[src/rtl/spam1_cpu_core.sv]
// spam1_cpu_core: single-cycle SPAM-1 core, one 48-bit microcode word per clock.
// Define SPAM1_HALT_EN to make the halt target stop the core until reset.
module spam1_cpu_core (
  input  logic        clk,
  input  logic        reset_switch,
  output logic [15:0] rom_addr,
  input  logic [47:0] rom_data,
  output logic [15:0] ram_addr,
  input  logic [7:0]  ram_rdata,
  output logic [7:0]  ram_wdata,
  output logic        ram_we,
  input  logic [7:0]  uart_rx_data,
  input  logic        uart_rx_ready,
  output logic        uart_rx_rd,
  output logic [7:0]  uart_tx_data,
  input  logic        uart_tx_ready,
  output logic        uart_tx_wr,
  output logic        halted
);
  logic [15:0] r_pc;
  logic [7:0]  r_rega, r_regb, r_regc, r_regd;
  logic [7:0]  r_marlo, r_marhi, r_pchitmp;
  logic        r_c, r_z, r_o, r_n, r_eq, r_gt, r_lt;

  logic [7:0]  w_imm;
  logic [15:0] w_addr;
  logic        w_amode, w_inv, w_setf;
  logic [3:0]  w_csel;
  logic [2:0]  w_srca, w_srcb;
  logic [4:0]  w_tgt, w_op;
  logic        w_unused_rsvd;

  assign w_imm         = rom_data[7:0];
  assign w_addr        = rom_data[23:8];
  assign w_amode       = rom_data[24];
  assign w_inv         = rom_data[25];
  assign w_setf        = rom_data[26];
  assign w_csel        = rom_data[30:27];
  assign w_srcb        = rom_data[33:31];
  assign w_srca        = rom_data[36:34];
  assign w_tgt         = rom_data[41:37];
  assign w_op          = rom_data[46:42];
  assign w_unused_rsvd = rom_data[47];

  logic [7:0] w_a, w_b, w_res, w_x, w_y;
  logic [8:0] w_wide;
  logic       w_cin, w_sub, w_arith, w_c, w_o;
  logic       w_craw, w_cond, w_exec, w_halted;

  always_comb begin
    case (w_srca)
      3'd0:    w_a = r_rega;
      3'd1:    w_a = r_regb;
      3'd2:    w_a = r_regc;
      3'd3:    w_a = r_regd;
      3'd4:    w_a = r_marlo;
      3'd5:    w_a = r_marhi;
      3'd6:    w_a = uart_rx_data;
      default: w_a = 8'h00;
    endcase
  end

  always_comb begin
    case (w_srcb)
      3'd0:    w_b = r_rega;
      3'd1:    w_b = r_regb;
      3'd2:    w_b = r_regc;
      3'd3:    w_b = r_regd;
      3'd4:    w_b = r_marlo;
      3'd5:    w_b = r_marhi;
      3'd6:    w_b = w_imm;
      default: w_b = ram_rdata;
    endcase
  end

  // All add/subtract flavours share one 9-bit adder: x +/- y +/- cin.
  always_comb begin
    w_x     = w_a;
    w_y     = w_b;
    w_cin   = 1'b0;
    w_sub   = 1'b0;
    w_arith = 1'b1;
    case (w_op)
      5'd3:    ;
      5'd4:    w_sub = 1'b1;
      5'd5:    begin w_x = w_b; w_y = w_a; w_sub = 1'b1; end
      5'd6:    w_cin = r_c;
      5'd7:    begin w_cin = r_c; w_sub = 1'b1; end
      5'd13:   w_y = 8'h01;
      5'd14:   begin w_y = 8'h01; w_sub = 1'b1; end
      5'd15:   begin w_x = w_b; w_y = 8'h01; end
      5'd16:   begin w_x = w_b; w_y = 8'h01; w_sub = 1'b1; end
      default: w_arith = 1'b0;
    endcase
  end

  always_comb begin
    if (w_sub)
      w_wide = {1'b0, w_x} - {1'b0, w_y} - {8'h00, w_cin};
    else
      w_wide = {1'b0, w_x} + {1'b0, w_y} + {8'h00, w_cin};
  end

  always_comb begin
    w_res = 8'h00;
    w_c   = 1'b0;
    w_o   = 1'b0;
    if (w_arith) begin
      w_res = w_wide[7:0];
      w_c   = w_wide[8];
      w_o   = (w_sub ? (w_x[7] != w_y[7]) : (w_x[7] == w_y[7]))
              && (w_res[7] != w_x[7]);
    end else begin
      case (w_op)
        5'd1:    w_res = w_a;
        5'd2:    w_res = w_b;
        5'd8:    w_res = w_a & w_b;
        5'd9:    w_res = w_a | w_b;
        5'd10:   w_res = w_a ^ w_b;
        5'd11:   w_res = ~w_a;
        5'd12:   w_res = ~w_b;
        5'd17:   w_res = {w_a[6:0], 1'b0};
        5'd18:   w_res = {1'b0, w_a[7:1]};
        default: w_res = 8'h00;
      endcase
    end
  end

  always_comb begin
    case (w_csel)
      4'd0:    w_craw = 1'b1;
      4'd1:    w_craw = r_c;
      4'd2:    w_craw = r_z;
      4'd3:    w_craw = r_o;
      4'd4:    w_craw = r_n;
      4'd5:    w_craw = r_eq;
      4'd6:    w_craw = ~r_eq;
      4'd7:    w_craw = r_gt;
      4'd8:    w_craw = r_lt;
      4'd9:    w_craw = uart_rx_ready;
      4'd10:   w_craw = uart_tx_ready;
      default: w_craw = 1'b0;
    endcase
  end

  assign w_cond = w_craw ^ w_inv;
  assign w_exec = w_cond && !w_halted && !reset_switch;

`ifdef SPAM1_HALT_EN
  logic r_halted;
  always_ff @(posedge clk) begin
    if (reset_switch)
      r_halted <= 1'b0;
    else if (w_exec && w_tgt == 5'd8)
      r_halted <= 1'b1;
  end
  assign w_halted = r_halted;
`else
  assign w_halted = 1'b0;
`endif

  assign halted       = w_halted;
  assign rom_addr     = r_pc;
  assign ram_addr     = w_amode ? w_addr : {r_marhi, r_marlo};
  assign ram_wdata    = w_res;
  assign uart_tx_data = w_res;
  assign ram_we       = w_exec && w_tgt == 5'd7;
  assign uart_tx_wr   = w_exec && w_tgt == 5'd6;
  assign uart_rx_rd   = w_exec && w_srca == 3'd6;

  always_ff @(posedge clk) begin
    if (reset_switch) begin
      r_pc      <= 16'h0000;
      r_rega    <= 8'h00;
      r_regb    <= 8'h00;
      r_regc    <= 8'h00;
      r_regd    <= 8'h00;
      r_marlo   <= 8'h00;
      r_marhi   <= 8'h00;
      r_pchitmp <= 8'h00;
      r_c       <= 1'b0;
      r_z       <= 1'b0;
      r_o       <= 1'b0;
      r_n       <= 1'b0;
      r_eq      <= 1'b0;
      r_gt      <= 1'b0;
      r_lt      <= 1'b0;
    end else if (!w_halted) begin
      r_pc <= r_pc + 16'd1;
      if (w_exec) begin
        if (w_setf) begin
          r_c  <= w_c;
          r_z  <= (w_res == 8'h00);
          r_o  <= w_o;
          r_n  <= w_res[7];
          r_eq <= (w_a == w_b);
          r_gt <= (w_a > w_b);
          r_lt <= (w_a < w_b);
        end
        case (w_tgt)
          5'd0:    r_rega    <= w_res;
          5'd1:    r_regb    <= w_res;
          5'd2:    r_regc    <= w_res;
          5'd3:    r_regd    <= w_res;
          5'd4:    r_marlo   <= w_res;
          5'd5:    r_marhi   <= w_res;
`ifdef SPAM1_HALT_EN
          5'd8:    r_pc      <= r_pc;
`endif
          5'd9:    r_pchitmp <= w_res;
          5'd10:   r_pc      <= {r_pc[15:8], w_res};
          5'd11:   r_pc      <= {r_pchitmp, w_res};
          default: ;
        endcase
      end
    end
  end
endmodule

[config.mk]
export PLATFORM = sky130hd
export DESIGN_NAME = spam1_cpu_core
export DESIGN_NICKNAME = d
export VERILOG_FILES = /design/src/rtl/spam1_cpu_core.sv
export SDC_FILE = /design/constraint.sdc
export NUM_CORES = 1
export LEC_CHECK = 0
export ABC_AREA = 1
export ABC_CLOCK_PERIOD_IN_PS = 7050
export CORE_UTILIZATION = 59
export CTS_CLUSTER_DIAMETER = 40
export DETAILED_ROUTE_END_ITERATION = 10
export GPL_ROUTABILITY_DRIVEN = 0
export PLACE_DENSITY = 0.86
export SLEW_MARGIN = 10
export SYNTH_ARGS = -nofsm -noshare
export SYNTH_HDL_FRONTEND = slang
export SYNTH_SLANG_ARGS = --single-unit
[constraint.sdc]
create_clock -name clk -period 7.05 [get_ports clk]
set_clock_uncertainty 0.15 [all_clocks]
set_input_delay 1.41 -clock clk [delete_from_list [all_inputs] [get_ports clk]]
set_output_delay 1.41 -clock clk [all_outputs]
set_load 0.005 [all_outputs]
==> results of run 1 <==
## final cells by class
type,count,share of cell area
clock buffers,11,0.0274
clock inverters,5,0.00451
inverters,192,0.0818
multi-input cells,849,0.525
flip-flops and latches,79,0.178
well taps,143,0.0202
repair buffers,151,0.163
## power by group
part | leakage (nW) | switching, W | internal (W)
clock network | 0.140 | 0.000192 | 0.000251
logic | 3.36 | 0.000223 | 0.000159
registers | 0.638 | 0.00000591 | 0.000454
## metal layers
layer / track usage / vias up / part of all wire
met1: 0.458 / 3721 / 0.42
met5: 0 / - / 0
met3: 0.0751 / 79 / 0.11
met2: 0.569 / 452 / 0.44
li1: - / 4041 / -
met4: 0.132 / 0 / 0.035
## kinds of logic after synthesis
| logic type | count (synthesis) |
|---|---|
| xor+xnor | 15 |
| compound gates | 246 |
| simple gates | 537 |
| fa+ha+maj | 48 |
| mux | 2 |
| buf+inv | 238 |
| other cells | 1 |
| flops | 79 |
## what timing repair did
item / CTS / global route
setup endpoints to repair: 0 / 8
resized for setup: 0 / 23
buffers inserted: 0 / 0
hold buffers: 0 / 0
## sequential cells by signal, summed over array words and instances, names as in the netlist, 8 cells and up
name and flops:
r_marlo 8, r_regd 8, r_pchitmp 8, r_regc 8
rom_addr 16, r_rega 8, r_marhi 8, r_regb 8
## placed cells by master (no fill, tap or decap), types with 3 or more instances in the layout
| cell | n |
|---|---|
| nand2_1 | 226 |
| inv_1 | 167 |
| nor2_1 | 122 |
| clkdlybuf4s50_1 | 115 |
| o21ai_0 | 85 |
| a21oi_1 | 79 |
| dfxtp_1 | 79 |
| nand3_1 | 72 |
| nand4_1 | 47 |
| ha_1 | 43 |
| o21ai_1 | 34 |
| buf_4 | 32 |
| inv_2 | 23 |
| nor2_2 | 15 |
| nand2_2 | 15 |
| o22ai_1 | 15 |
| xor2_1 | 11 |
| nand3_2 | 9 |
| nor3_1 | 9 |
| a211oi_1 | 9 |
| clkbuf_16 | 9 |
| nor2_4 | 5 |
| a221oi_1 | 5 |
| or2_2 | 4 |
| xnor2_1 | 4 |
| fa_1 | 4 |
| nand3_4 | 3 |
| nor3_2 | 3 |
| or2_1 | 3 |
| o211ai_1 | 3 |
| o22ai_2 | 3 |
## path summary, 6_finish.rpt
kind / endpoint / slack [ns] / cells after the start
setup / recovery: uart_tx_data[6] / 0.21 / 21
hold / removal: r_gt / 0.32 / 2
setup reg to reg: r_z / 3.29 / 21
hold reg to reg: r_gt / 0.32 / 2
## stage by stage
stage / util / area, um2 / instances / setup slack (ns) / power (W)
2_1_floorplan: - / 7190 / 1166 / 1.27 / 0.000689
6_report: 0.761 / 8870 / 1430 / 0.207 / 0.00129
3_5_place_dp: 0.731 / 8520 / 1414 / 0.0800 / 0.000834
4_1_cts: 0.755 / 8810 / 1430 / 0.0158 / 0.00127
3_3_place_gp: 0.731 / 8520 / 1414 / 0.121 / 0.000828
5_1_grt: 0.761 / 8870 / 1430 / 0.00423 / 0.00134
## tightest hold or removal path, stage by stage (launching register included)
cell	delay (ns)
dfxtp_1	0.31
nand2_1	0.06
a21oi_1	0.05
==> results.json, run 1 <==
{
  "status": "completed",
  "cts_buffer_depth": 2,
  "startpoint": "rom_data[32]",
  "p_leak_nw": 4.14,
  "powerDensity_mw_per_mm2": 145,
  "worstMarginPinSlew_ns": 0.914,
  "fmax_ghz": 0.146,
  "synth_compound_area_frac": 0.185,
  "async_reset_ff_frac": 0,
  "overflow": 0,
  "grt_start_max_net_pins": 44,
  "hold_path_class": "flop to flop",
  "drt.antenna.violating_nets": 0,
  "wire_per_inst_um": 15.7,
  "synthXorXnorAreaFrac": 0.0183,
  "cts_buffers": 9,
  "ioPinCount": 120,
  "hold_violations": 0,
  "avgSynthCellArea_um2": 6.17,
  "detail_route.first_pass.iterations": 7,
  "crit_path_frequent_cell": "nand2_1",
  "synth_edf_count": 0,
  "critPathLaunchType": "input pin",
  "critPathSlowestCell": "clkdlybuf4s50_1",
  "antenna_found_initial": 0,
  "yosys.cell_types.count": 48,
  "drt-total-wl_um": 22500,
  "critPathBufInv": 5,
  "timing.rr.start": "r_marlo[0]",
  "finalSetupViolations": 0,
  "synthesis.nets": 1282,
  "min_from": "r_gt",
  "grt_usage": 0.351,
  "vias": 8293,
  "final_layout_size_suffix_gt1_frac": 0.108,
  "cts_sinks": 79,
  "ff_latch_area_mm2": 0.00158,
  "drc_errors": 0,
  "drt_iter0_drc": 861,
  "die_w_um": 112,
  "yosysSeqAreaShare": 0.220,
  "crit_family": "buffers and inverters",
  "yosys-top-cells-area": "dfxtp_1, nand2_1, inv_1",
  "max_stage_delay_ns": 0.52,
  "yosysTopAreaCell": "dfxtp_1",
  "cap_violations": 0,
  "syn-instance-count": 1166,
  "multi_input_area_mm2": 0.00466,
  "grt_pass1_vias": 7553,
  "fin_crit_sh": 0.971,
  "rows": 39,
  "clk_pin_slew_ns": 0.06,
  "ir_worst_vdd_uv": 132,
  "ys_top_cells_by_count": "nand2_1, inv_1, nor2_1",
  "place_hpwl_um": 16700,
  "syn2layout_area_growth_pct": 23.4,
  "synthMuxAreaShare": 0.00313,
  "cp-end-kind": "output pin",
  "cp_max_fo": 14,
  "worstSkewPairLatency_ns": 0.34,
  "slew-limit-headroom": 0.386,
  "worstPathRequired_ns": 5.49,
  "crit_arrival_ns": 5.28,
  "synth_top_family_by_area": "simple AND/OR/NAND/NOR gates",
  "holdWs_ns": 0.316,
  "netlist_area_mm2": 0.00719,
  "die_area_mm2": 0.0126,
  "yosys_warnings": 0,
  "synth.top_cell.area_share": 0.220,
  "finalMaxSlewViolations": 0,
  "synth.most_common_cell": "nand2_1",
  "htree_levels": 3,
  "cts_tree": "yes",
  "initial_utilization": 0.617,
  "ys_seq_elements": 79,
  "antenna_cells": 0,
  "vias_per_cell": 5.80,
  "nNetsFinal": 1398,
  "coreArea_mm2": 0.0117,
  "crit_chain": "clkdlybuf4s50_1, buf_6, nor2_4, buf_4, nand2_1, o22ai_1, nor2_1, nand2_1, nand2_1, o21ai_0, ha_1, ha_1, nand2_1, inv_1, nand4_1, nand3_1, nand2_1, nand3_1, nand3_1, nand3_4, clkdlybuf4s50_1",
  "grt_pass1_wl_um": 35300,
  "fillers": 917,
  "synth-main-ff-cell": "dfxtp_1",
  "die_h_um": 112,
  "period_minus_slack_ns": 6.84,
  "ctsRootBufferMaster": "clkbuf_16",
  "synth-adder-area-share": 0.0877,
  "setup_tns_ns": 0,
  "synth-simple-area-share": 0.345,
  "rsz0062_at_grt": "no",
  "numPortBuffers": 117,
  "crit_type": "input pin to output pin"
}
Note: power is estimated with default switching activity, not from simulation.
==> inputs of run 2 (changes only) <==
--- a/config.mk
+++ b/config.mk
@@ -7,7 +7,9 @@
 export LEC_CHECK = 0
 export ABC_AREA = 1
 export ABC_CLOCK_PERIOD_IN_PS = 7050
-export CORE_UTILIZATION = 59
+export CELL_PAD_IN_SITES_DETAIL_PLACEMENT = 1
+export CELL_PAD_IN_SITES_GLOBAL_PLACEMENT = 2
+export CORE_UTILIZATION = 31
 export CTS_CLUSTER_DIAMETER = 40
 export DETAILED_ROUTE_END_ITERATION = 10
 export GPL_ROUTABILITY_DRIVEN = 0
==> run 2 against run 1 <==
Die area up 88%. Critical path depth is 2 lower. Maximum frequency is 0.32% lower. Via count fell by 1.0%. Combinational power up 10%. Power increased by 5.0%. Routed wire length is 25% higher. Hold slack gained 0.0082 ns. Sequential share of layout area fell by 0.92 points. Non-clock buffer count rose by 35. Critical endpoint is now ram_wdata[4].
==> results.json, run 2 (synthesis gave the netlist of run 1 again) <==
{
  "max_stage_delay_ns": 0.53,
  "critPathSlowestCell": "clkdlybuf4s50_1",
  "die_area_mm2": 0.0238,
  "worstMarginPinSlew_ns": 0.860,
  "overflow": 0,
  "fin_crit_sh": 0.974,
  "grt_pass1_wl_um": 44400,
  "die_w_um": 154,
  "hold_path_class": "flop to flop",
  "antenna_cells": 0,
  "largest_register_ff_count": 16,
  "cts_hold_buf": 0,
  "critPathLaunchType": "input pin",
  "cts_tree": "yes",
  "place_ws_ns": -0.0809,
  "place_hpwl_um": 22400,
  "grt_start_max_net_pins": 44,
  "layout_commonest_cell": "nand2_1",
  "crit_type": "input pin to output pin",
  "final_cell_mix": "nand2_1, inv_1, nor2_1, clkdlybuf4s50_1, o21ai_0",
  "rows": 55,
  "htree_levels": 3,
  "finalSetupViolations": 0,
  "postPlaceCellArea_mm2": 0.00899,
  "clk_pin_slew_ns": 0.06,
  "finalMaxSlewViolations": 0,
  "grt_pass1_vias": 8160,
  "die_h_um": 154,
  "status": "completed",
  "cts_sinks": 79,
  "crit_arrival_ns": 5.30,
  "cts_buffer_depth": 2,
  "ctsRootBufferMaster": "clkbuf_16",
  "crit_chain": "clkdlybuf4s50_1, buf_12, nand4_1, o21ai_1, nor2_1, nand2_2, inv_1, a21oi_2, fa_1, fa_1, inv_1, nor2_1, o21ai_0, xor2_1, nand2_1, o21ai_0, nand2_1, nand3_2, clkdlybuf4s50_1",
  "p_leak_nw": 4.35,
  "cts_buffers": 9,
  "powerDensity_mw_per_mm2": 144,
  "vias": 8209,
  "drt-total-wl_um": 28200,
  "design_area_mm2": 0.00936,
  "slew-limit-headroom": 0.425,
  "grt_usage": 0.239,
  "worstSkewPairLatency_ns": 0.34,
  "timing.final.ws_setup_ns": 0.186,
  "syn2layout_area_growth_pct": 30.1,
  "ir_worst_vdd_uv": 102,
  "worstPathRequired_ns": 5.49,
  "hold_violations": 0,
  "drt.antenna.violating_nets": 0,
  "numPortBuffers": 117,
  "fmax_ghz": 0.146,
  "initial_utilization": 0.317,
  "cap_violations": 0,
  "vias_per_cell": 5.11,
  "coreArea_mm2": 0.0227,
  "ioPinCount": 120,
  "crit_family": "buffers and inverters",
  "antenna_found_initial": 0,
  "wire_per_inst_um": 17.5,
  "drc_errors": 0,
  "drt_iter0_drc": 434,
  "final_layout_size_suffix_gt1_frac": 0.131,
  "period_minus_slack_ns": 6.86,
  "critPathBufInv": 5,
  "cp_max_fo": 17,
  "fillers": 3002,
  "cp-end-kind": "output pin",
  "detail_route.first_pass.iterations": 4,
  "nNetsFinal": 1433
}
==> run 2: final cells by class <==
type / instances / area (um2) / share of cell area
clock inverters: 3 / 25.0 / 0.00267
clock buffers: 13 / 270 / 0.0289
multi-input cells: 849 / 4650 / 0.497
repair buffers: 186 / 1740 / 0.186
flip-flops and latches: 79 / 1580 / 0.169
well taps: 285 / 357 / 0.0381
inverters: 192 / 728 / 0.0778
==> run 2: worst paths after layout <==
path	cells after the start	endpoint	from	slack (ns)
hold / removal	2	r_lt	r_lt	0.32
setup reg to reg	21	r_z	r_marhi[0]	3.09
setup / recovery	19	ram_wdata[4]	rom_data[36]	0.19
hold reg to reg	2	r_lt	r_lt	0.32
==> run 2: through the flow <==
stage / power (W) / util / std cells / hold slack [ns] / TNS, ns
floorplan: 0.000689 / - / 1166 / 0.290 / 0
global placement: 0.000878 / 0.396 / 1590 / 0.303 / -0.0538
detailed placement: 0.000884 / 0.396 / 1590 / 0.315 / -0.381
CTS: 0.00135 / 0.409 / 1606 / 0.325 / 0
global route: 0.00142 / 0.412 / 1607 / 0.341 / -0.0106
finish: 0.00135 / 0.412 / 1607 / 0.324 / 0
==> run 2: what timing repair did <==
| item | in CTS | in global routing |
|---|---|---|
| gates resized for setup | 4 | 21 |
| endpoints found under the hold margin | 0 | 0 |
| pin swaps | 0 | 1 |
| setup endpoints to repair | 8 | 10 |
| buffers inserted | 0 | 1 |
==> run 2: tightest hold or removal path, delay by kind of cell, from the launching register on <==
| kind | cells | cell delay (ns) |
|---|---|---|
| AOI/OAI and AO/OA | 1 | 0.06 |
| DFF | 1 | 0.31 |
| and+or+nand+nor | 1 | 0.06 |
==> run 2: where the power goes <==
part / internal [W] / total [W] / switching [W] / leakage [nW]
Combinational: 0.000177 / 0.000421 / 0.000244 / 3.57
Clock: 0.000270 / 0.000468 / 0.000198 / 0.142
Sequential: 0.000454 / 0.000460 / 0.00000603 / 0.638
Total: 0.000901 / 0.00135 / 0.000448 / 4.35
==> run 2: per-layer routing <==
metal / track usage / wire (um) / part of all wire
met1: 0.324 / 13600 / 0.48
met2: 0.395 / 12800 / 0.46
met3: 0.0314 / 1110 / 0.039
met4: 0.0655 / 597 / 0.021
met5: 0 / 0 / 0
